File: src/rtl/sigmoid_err_pkg.sv
// sigmoid_err_pkg
// Shared definitions for the sigmoid/error unit:
//   - batch FSM state encoding
//   - PLAN breakpoints and offsets, expressed in Q.QM fixed point
//   - saturation limits for a signed word of a given width
//   - width helper for the channel index port
package sigmoid_err_pkg;

  typedef enum logic [1:0] {
    IDLE  = 2'd0,
    RUN   = 2'd1,
    DRAIN = 2'd2,
    DONE  = 2'd3
  } state_e;

  // Breakpoints on a = |x| (QM >= 5 so every constant is an exact integer).
  function automatic int plan_bp_hi(input int qm);   // 5.0
    return 5 << qm;
  endfunction

  function automatic int plan_bp_mid(input int qm);  // 2.375 = 19/8
    return 19 << (qm - 3);
  endfunction

  function automatic int plan_bp_lo(input int qm);   // 1.0
    return 1 << qm;
  endfunction

  // Segment offsets.
  function automatic int plan_off_hi(input int qm);  // 0.84375 = 27/32
    return 27 << (qm - 5);
  endfunction

  function automatic int plan_off_mid(input int qm); // 0.625 = 5/8
    return 5 << (qm - 3);
  endfunction

  function automatic int plan_off_lo(input int qm);  // 0.5
    return 1 << (qm - 1);
  endfunction

  function automatic int plan_one(input int qm);     // 1.0
    return 1 << qm;
  endfunction

  // Signed saturation limits for a bw-bit word.
  function automatic longint sat_hi(input int bw);
    return (64'sd1 <<< (bw - 1)) - 64'sd1;
  endfunction

  function automatic longint sat_lo(input int bw);
    return -(64'sd1 <<< (bw - 1));
  endfunction

  // Channel index width; one bit even for a single channel.
  function automatic int ch_width(input int n);
    return (n > 1) ? $clog2(n) : 1;
  endfunction

endpackage

File: src/rtl/sigmoid_err_unit_plan.sv
// plan_sigmoid
// Combinational PLAN (piecewise-linear) sigmoid, shifts and adds only.
// Ports:
//   x_i  signed Q(BITWIDTH-QM).QM input
//   y_o  sigmoid(x_i), always in [0, 1.0]
module plan_sigmoid
  import sigmoid_err_pkg::*;
#(
  parameter int BITWIDTH = 18,
  parameter int QM       = 11
) (
  input  logic signed [BITWIDTH-1:0] x_i,
  output logic        [BITWIDTH-1:0] y_o
);

  localparam logic [BITWIDTH-1:0] BP_HI    = BITWIDTH'(plan_bp_hi(QM));
  localparam logic [BITWIDTH-1:0] BP_MID   = BITWIDTH'(plan_bp_mid(QM));
  localparam logic [BITWIDTH-1:0] BP_LO    = BITWIDTH'(plan_bp_lo(QM));
  localparam logic [BITWIDTH-1:0] OFF_HI   = BITWIDTH'(plan_off_hi(QM));
  localparam logic [BITWIDTH-1:0] OFF_MID  = BITWIDTH'(plan_off_mid(QM));
  localparam logic [BITWIDTH-1:0] OFF_LO   = BITWIDTH'(plan_off_lo(QM));
  localparam logic [BITWIDTH-1:0] ONE      = BITWIDTH'(plan_one(QM));
  localparam logic [BITWIDTH-1:0] MOST_NEG = {1'b1, {(BITWIDTH-1){1'b0}}};
  localparam logic [BITWIDTH-1:0] MOST_POS = {1'b0, {(BITWIDTH-1){1'b1}}};

  logic [BITWIDTH-1:0] a_s;
  logic [BITWIDTH-1:0] y_abs_s;

  // Magnitude, PWL segment select, and mirror for negative inputs.
  always_comb begin
    // The most negative value has no positive twin; use the largest positive.
    if (x_i == MOST_NEG) begin
      a_s = MOST_POS;
    end else if (x_i[BITWIDTH-1]) begin
      a_s = -x_i;
    end else begin
      a_s = x_i;
    end

    if (a_s >= BP_HI) begin
      y_abs_s = ONE;
    end else if (a_s >= BP_MID) begin
      y_abs_s = (a_s >> 5) + OFF_HI;
    end else if (a_s >= BP_LO) begin
      y_abs_s = (a_s >> 3) + OFF_MID;
    end else begin
      y_abs_s = (a_s >> 2) + OFF_LO;
    end

    if (x_i[BITWIDTH-1]) begin
      y_o = ONE - y_abs_s;
    end else begin
      y_o = y_abs_s;
    end
  end

endmodule

File: src/rtl/sigmoid_err_unit.sv
// sigmoid_err_unit
// Batch unit: on start, latches NCH pre-activations/targets and a shift, then
// streams one channel per cycle through a 2-stage pipeline producing
// sigmoid(x) and the saturated, scaled error (target - sigmoid) * 2**shift.
// Ports:
//   clock, reset          rising-edge clock, async active-high reset
//   start                 begin a batch (accepted only in IDLE)
//   x_in, target_in       NCH packed signed words, channel k at [k*BITWIDTH +: BITWIDTH]
//   shift                 signed exponent (+ = left, - = arithmetic right)
//   busy                  batch in progress
//   out_valid/out_ch      result strobe and its channel index
//   sig_out, err_out      sigmoid and scaled error, held while out_valid = 0
//   done                  one-cycle pulse after the last result
module sigmoid_err_unit
  import sigmoid_err_pkg::*;
#(
  parameter int BITWIDTH = 18,
  parameter int QM       = 11,
  parameter int NCH      = 4,
  parameter int SHW      = 6
) (
  input  logic                         clock,
  input  logic                         reset,
  input  logic                         start,
  input  logic [NCH*BITWIDTH-1:0]      x_in,
  input  logic [NCH*BITWIDTH-1:0]      target_in,
  input  logic [SHW-1:0]               shift,
  output logic                         busy,
  output logic                         out_valid,
  output logic [ch_width(NCH)-1:0]     out_ch,
  output logic [BITWIDTH-1:0]          sig_out,
  output logic [BITWIDTH-1:0]          err_out,
  output logic                         done
);

  localparam int CHW = ch_width(NCH);
  // Wide enough for a (BITWIDTH+1)-bit error shifted left by BITWIDTH-1.
  localparam int WW  = 2 * BITWIDTH + 1;
  localparam logic [CHW-1:0]         LAST_CH = CHW'(NCH - 1);
  localparam logic signed [WW-1:0]   SAT_HI  = WW'(sat_hi(BITWIDTH));
  localparam logic signed [WW-1:0]   SAT_LO  = WW'(sat_lo(BITWIDTH));

  state_e                    state_q, state_d;
  logic [CHW-1:0]            cnt_q, cnt_d;
  logic                      hold_q, hold_d;
  logic                      load_s, issue_s;

  logic [NCH*BITWIDTH-1:0]   x_lat_q, tgt_lat_q;
  logic [SHW-1:0]            shift_lat_q;

  logic                      iss_vld_q;
  logic [CHW-1:0]            iss_ch_q;
  logic [BITWIDTH-1:0]       iss_x_q, iss_tgt_q;

  logic [BITWIDTH-1:0]       sig_s;
  logic                      s1_vld_q;
  logic [CHW-1:0]            s1_ch_q;
  logic [BITWIDTH-1:0]       s1_sig_q, s1_tgt_q;

  logic signed [31:0]        sh_s;
  logic                      left_s;
  logic [31:0]               shamt_s;
  logic signed [BITWIDTH:0]  err_s;
  logic signed [WW-1:0]      ext_s, shifted_s;
  logic [BITWIDTH-1:0]       err_sat_s;

  logic                      out_valid_q;
  logic [CHW-1:0]            out_ch_q;
  logic [BITWIDTH-1:0]       sig_out_q, err_out_q;

  // Batch FSM: accept start, issue channels, wait for the pipeline to empty.
  always_comb begin
    state_d = state_q;
    cnt_d   = cnt_q;
    load_s  = 1'b0;
    issue_s = 1'b0;
    // A start level that launched a batch must drop before it can launch another.
    hold_d  = start ? hold_q : 1'b0;
    case (state_q)
      IDLE: begin
        if (start && !hold_q) begin
          load_s  = 1'b1;
          hold_d  = 1'b1;
          cnt_d   = '0;
          state_d = RUN;
        end else begin
          state_d = IDLE;
        end
      end
      RUN: begin
        issue_s = 1'b1;
        if (cnt_q == LAST_CH) begin
          cnt_d   = '0;
          state_d = DRAIN;
        end else begin
          cnt_d   = cnt_q + CHW'(1);
        end
      end
      DRAIN: begin
        if (out_valid_q && (out_ch_q == LAST_CH)) begin
          state_d = DONE;
        end else begin
          state_d = DRAIN;
        end
      end
      DONE: begin
        state_d = IDLE;
      end
      default: begin
        state_d = IDLE;
      end
    endcase
  end

  // FSM state, channel counter and start re-arm flag.
  always_ff @(posedge clock or posedge reset) begin
    if (reset) begin
      state_q <= IDLE;
      cnt_q   <= '0;
      hold_q  <= 1'b0;
    end else begin
      state_q <= state_d;
      cnt_q   <= cnt_d;
      hold_q  <= hold_d;
    end
  end

  // Batch operand latch; inputs are ignored until the next accepted start.
  always_ff @(posedge clock or posedge reset) begin
    if (reset) begin
      x_lat_q     <= '0;
      tgt_lat_q   <= '0;
      shift_lat_q <= '0;
    end else if (load_s) begin
      x_lat_q     <= x_in;
      tgt_lat_q   <= target_in;
      shift_lat_q <= shift;
    end else begin
      x_lat_q     <= x_lat_q;
      tgt_lat_q   <= tgt_lat_q;
      shift_lat_q <= shift_lat_q;
    end
  end

  // Issue register: one channel selected per RUN cycle.
  always_ff @(posedge clock or posedge reset) begin
    if (reset) begin
      iss_vld_q <= 1'b0;
      iss_ch_q  <= '0;
      iss_x_q   <= '0;
      iss_tgt_q <= '0;
    end else begin
      iss_vld_q <= issue_s;
      iss_ch_q  <= cnt_q;
      iss_x_q   <= x_lat_q[cnt_q*BITWIDTH +: BITWIDTH];
      iss_tgt_q <= tgt_lat_q[cnt_q*BITWIDTH +: BITWIDTH];
    end
  end

  plan_sigmoid #(
    .BITWIDTH (BITWIDTH),
    .QM       (QM)
  ) u_plan (
    .x_i (iss_x_q),
    .y_o (sig_s)
  );

  // Stage 1: register the PWL sigmoid alongside its target.
  always_ff @(posedge clock or posedge reset) begin
    if (reset) begin
      s1_vld_q <= 1'b0;
      s1_ch_q  <= '0;
      s1_sig_q <= '0;
      s1_tgt_q <= '0;
    end else begin
      s1_vld_q <= iss_vld_q;
      s1_ch_q  <= iss_ch_q;
      s1_sig_q <= sig_s;
      s1_tgt_q <= iss_tgt_q;
    end
  end

  // Stage 2 datapath: subtract at BITWIDTH+1 bits, clamp the shift, shift, saturate.
  always_comb begin
    sh_s = 32'($signed(shift_lat_q));
    if (sh_s >= BITWIDTH) begin
      sh_s = BITWIDTH - 1;
    end else if (sh_s <= -BITWIDTH) begin
      sh_s = -(BITWIDTH - 1);
    end else begin
      sh_s = sh_s;
    end
    left_s  = (sh_s >= 0);
    shamt_s = left_s ? 32'(sh_s) : 32'(-sh_s);

    err_s = $signed({s1_tgt_q[BITWIDTH-1], s1_tgt_q}) - $signed({1'b0, s1_sig_q});
    ext_s = {{(WW-BITWIDTH-1){err_s[BITWIDTH]}}, err_s};
    if (left_s) begin
      shifted_s = ext_s <<< shamt_s;
    end else begin
      shifted_s = ext_s >>> shamt_s;
    end

    if (shifted_s > SAT_HI) begin
      err_sat_s = SAT_HI[BITWIDTH-1:0];
    end else if (shifted_s < SAT_LO) begin
      err_sat_s = SAT_LO[BITWIDTH-1:0];
    end else begin
      err_sat_s = shifted_s[BITWIDTH-1:0];
    end
  end

  // Stage 2 / output registers; result fields hold between valid cycles.
  always_ff @(posedge clock or posedge reset) begin
    if (reset) begin
      out_valid_q <= 1'b0;
      out_ch_q    <= '0;
      sig_out_q   <= '0;
      err_out_q   <= '0;
    end else if (s1_vld_q) begin
      out_valid_q <= 1'b1;
      out_ch_q    <= s1_ch_q;
      sig_out_q   <= s1_sig_q;
      err_out_q   <= err_sat_s;
    end else begin
      out_valid_q <= 1'b0;
      out_ch_q    <= out_ch_q;
      sig_out_q   <= sig_out_q;
      err_out_q   <= err_out_q;
    end
  end

  assign busy      = (state_q == RUN) || (state_q == DRAIN);
  assign done      = (state_q == DONE);
  assign out_valid = out_valid_q;
  assign out_ch    = out_ch_q;
  assign sig_out   = sig_out_q;
  assign err_out   = err_out_q;

endmodule

File: config.mk
export PLATFORM = sky130hd
export DESIGN_NAME = sigmoid_err_unit
export DESIGN_NICKNAME = d
export VERILOG_FILES = /design/src/rtl/sigmoid_err_pkg.sv /design/src/rtl/sigmoid_err_unit_plan.sv /design/src/rtl/sigmoid_err_unit.sv
export SDC_FILE = /design/constraint.sdc
export NUM_CORES = 1
export LEC_CHECK = 0
export ABC_AREA = 0
export ABC_CLOCK_PERIOD_IN_PS = 23800
export CORE_ASPECT_RATIO = 1.4
export CORE_MARGIN = 4
export CORE_UTILIZATION = 35
export CTS_CLUSTER_DIAMETER = 150
export DETAILED_ROUTE_END_ITERATION = 16
export GPL_ROUTABILITY_DRIVEN = 0
export PLACE_DENSITY = 0.6
export RECOVER_POWER = 50
export SLEW_MARGIN = 30
export SYNTH_ARGS = -nofsm -noshare
export SYNTH_HDL_FRONTEND = slang
export SYNTH_SLANG_ARGS = --single-unit
export TNS_END_PERCENT = 10
File: constraint.sdc
create_clock -name clock -period 23.8 [get_ports clock]
set_clock_uncertainty 0.15 [all_clocks]
set_input_delay 4.76 -clock clock [delete_from_list [all_inputs] [get_ports clock]]
set_output_delay 4.76 -clock clock [all_outputs]
set_load 0.005 [all_outputs]
==> metrics.yaml <==
run_status: "complete, but fails checks"
failed_checks: "capacitance limit, slew limit"
timing_worst_setup_path_type: "in -> async"
slew_headroom_pct: -201
place_hpwl_um: 34800
cts-resized-gates: 0
yosysWarningCount: 0
grt_pass1_wl_um: 74200
post_synth_instance_area_um2: 16000
die-area_um2: 49200
dpl_cell_area_um2: 18400
global_route.overflow_total: 0
worst-endpoint-arrival_ps: 11090
final_layout_size_suffix_gt1_share_pct: 20.3
drt-vias-per-instance: 5.62
nets_in_the_synthesized_netlist: 1700
placedCellCount: 2237
io-pin-count: 194
detail_route.first_pass.iterations: 8
std_cell_rows: 92
clk-insertion-delay-late_ps: 570
ctsRootBufferMaster: "sky130_fd_sc_hd__clkbuf_16"
area_growth_pct: 21.4
worst_hold_path_type: "reg -> reg"
layout.nets: 1847
part_of_the_yosys_area_used_for_sequential_elements_pct: 42.6
tns_ps: 0
grt_start_max_net_pins: 105
synth_cell_types: 96
width_of_the_die_um: 189
timing.final.hold_violations: 0
floorplan.initialDensity_pct: 35.4
number_of_inserted_filler_cells_in_the_final_layout: 4394
num_vias: 12887
crit-reg2reg-launch: "shift_lat_q[4]"
core-area_um2: 45100
clockBufferDepth: 3
synth_flop_cell: "sky130_fd_sc_hd__dfrtp_1"
portBuffers: 193
fmax_mhz: 84.2
slew_violations: 378
most-common-layout-cells: "271 x sky130_fd_sc_hd__dfrtp_1, 184 x sky130_fd_sc_hd__clkdlybuf4s50_1, 181 x sky130_fd_sc_hd__mux2_2"
cts.sinks: 272
grt_use_met3_pct: 3.65
tightestPinTransition_ps: 4490
stdcell_area_um2: 19400
use_met2_pct: 32.0
timing.critical_path.to_type: "asynchronous set/reset pin"
clk_pin_slew_worst_paths_ps: 70
globalRouteTotalUtil_pct: 18.6
grt_pass1_vias: 13482
layout.area.seq_um2: 6810
timing.critical_path.required_ps: 23010
synth-async-reset-ratio_pct: 100
synthesized_instance_count: 1511
synthTopCellsByArea: "sky130_fd_sc_hd__dfrtp_1 43%, sky130_fd_sc_hd__mux2_2 13%, sky130_fd_sc_hd__mux4_2 5.2%"
synth_enable_flop_cells: 0
hold_buf_cts: 0
fraction_of_post_synthesis_cell_area_in_the_top_cell_type_by_area_pct: 42.6
global_route.usage.met1_pct: 22.1
final.min_clock_period_ps: 11880
avg_inst_size_synth_um2: 10.6
tritoncts_clock_tree: "built"
remaining_drc_errors: 0
critical_path.max_fanout: 104
final_number_of_setup_violating_endpoints: 0
setup.worst_path.start_class: "primary input"
cts_setup_buffers: 0
cts.htree.levels: 1
unrepaired_setup_endpoints_after_global_routing: "false"
final_common_cell: "sky130_fd_sc_hd__dfrtp_1"
final.period_utilization_pct: 49.9
min-delay-start: "iss_ch_q[1]"
final_cells: 2292
detail-route-antenna-nets: 0
number_of_antenna_violations_at_the_first_check_in_global_routing: 0
cts_inserted_buffers: 29
postRouteWirelength_um: 46500
netlist.top_cell.by_area: "sky130_fd_sc_hd__dfrtp_1"
multi_input_comb_area_um2: 8510
drt_first_iter_violations: 953
critical_path.startpoint: "reset"
avgRoutedWirePerCell_um: 20.3
synth_seq_cells: 272
die_y_um: 261
n_antenna_cell: 0
maxCapViolCount: 6
final_util_pct: 43.0
grt_most_used_layer: "met2"
-- registers in the layout, indices dropped and copies added, names as in the netlist, 18 cells and up --
register	count
s1_sig_q	18
tgt_lat_q	72
x_lat_q	72
iss_tgt_q	18
iss_x_q	18
s1_tgt_q	18
err_out	18
sig_out	18
-- final cells by class --
class	instances	share of cell area, %
clock buffer	38	4.12
clock inverter	16	1.14
inverter	58	1.13
multi-input combinational	1086	43.9
sequential	272	35.1
tap	611	3.94
timing repair buffer	211	10.6
-- synthesized netlist by cell type (all sizes together), types with 7 or more instances --
master and n:
dfrtp 272, mux2 187, nand2 120, nor2 102
a21oi 85, o21ai 80, clkbuf 59, inv 58
mux4 37, buf 36, ha 35, nor3 34
nand3 28, a211oi 25, a31oi 21, o221ai 21
o211ai 20, xor2 19, a22oi 17, and2 16
and3 13, mux2i 13, nand4 13, o21a 13
or2 12, a221oi 11, nor2b 11, o22ai 11
or3 11, nand2b 10, o31ai 10, xnor2 10
nor4 8, o41ai 7
-- metrics by stage --
step	hold slack, ps	worst slack (ps)
after floorplan	181	11390
after global placement	182	15720
after detailed placement	185	16140
after CTS	176	16740
after global routing	189	10160
final	185	11920
-- worst max-delay path: stages --
cell	delay, ps
sky130_fd_sc_hd__dlygate4sd3_1	550
sky130_fd_sc_hd__clkinvlp_2	2480
sky130_fd_sc_hd__clkbuf_1	3100
-- cells by family (layout without fill, tap and decap cells) --
logic type / after synthesis / in the layout / synth area share (%)
flops: 272 / 272 / 42.6
fa+ha+maj: 36 / 36 / 2.87
compound gates: 394 / 394 / 17.7
buf+inv: 153 / 323 / 4.00
xor+xnor: 29 / 29 / 1.64
simple gates: 390 / 390 / 12.0
mux: 237 / 237 / 19.2
-- metal layers --
layer	wire [um]	vias up	share of wire, %
li1	-	5926	-
met1	18200	6226	39
met2	22500	574	48
met3	3100	161	6.7
met4	2700	0	5.8
met5	0	-	0
-- path summary, 6_finish.rpt --
check / slack, ps / to / cells after the start
worst max-delay path: 11920 / cnt_q[0] / 3
worst min-delay path: 180 / s1_ch_q[1] / 0
worst max register to register: 16810 / err_out[6] / 17
worst min register to register: 180 / s1_ch_q[1] / 0
max in group clock: 15310 / cnt_q[0] / 6
min in group asynchronous: 5850 / tgt_lat_q[61] / 2
Power is left out: the tool's default activity adds up to more than one toggle a clock period on the data nets, which glitch-free logic cannot reach.
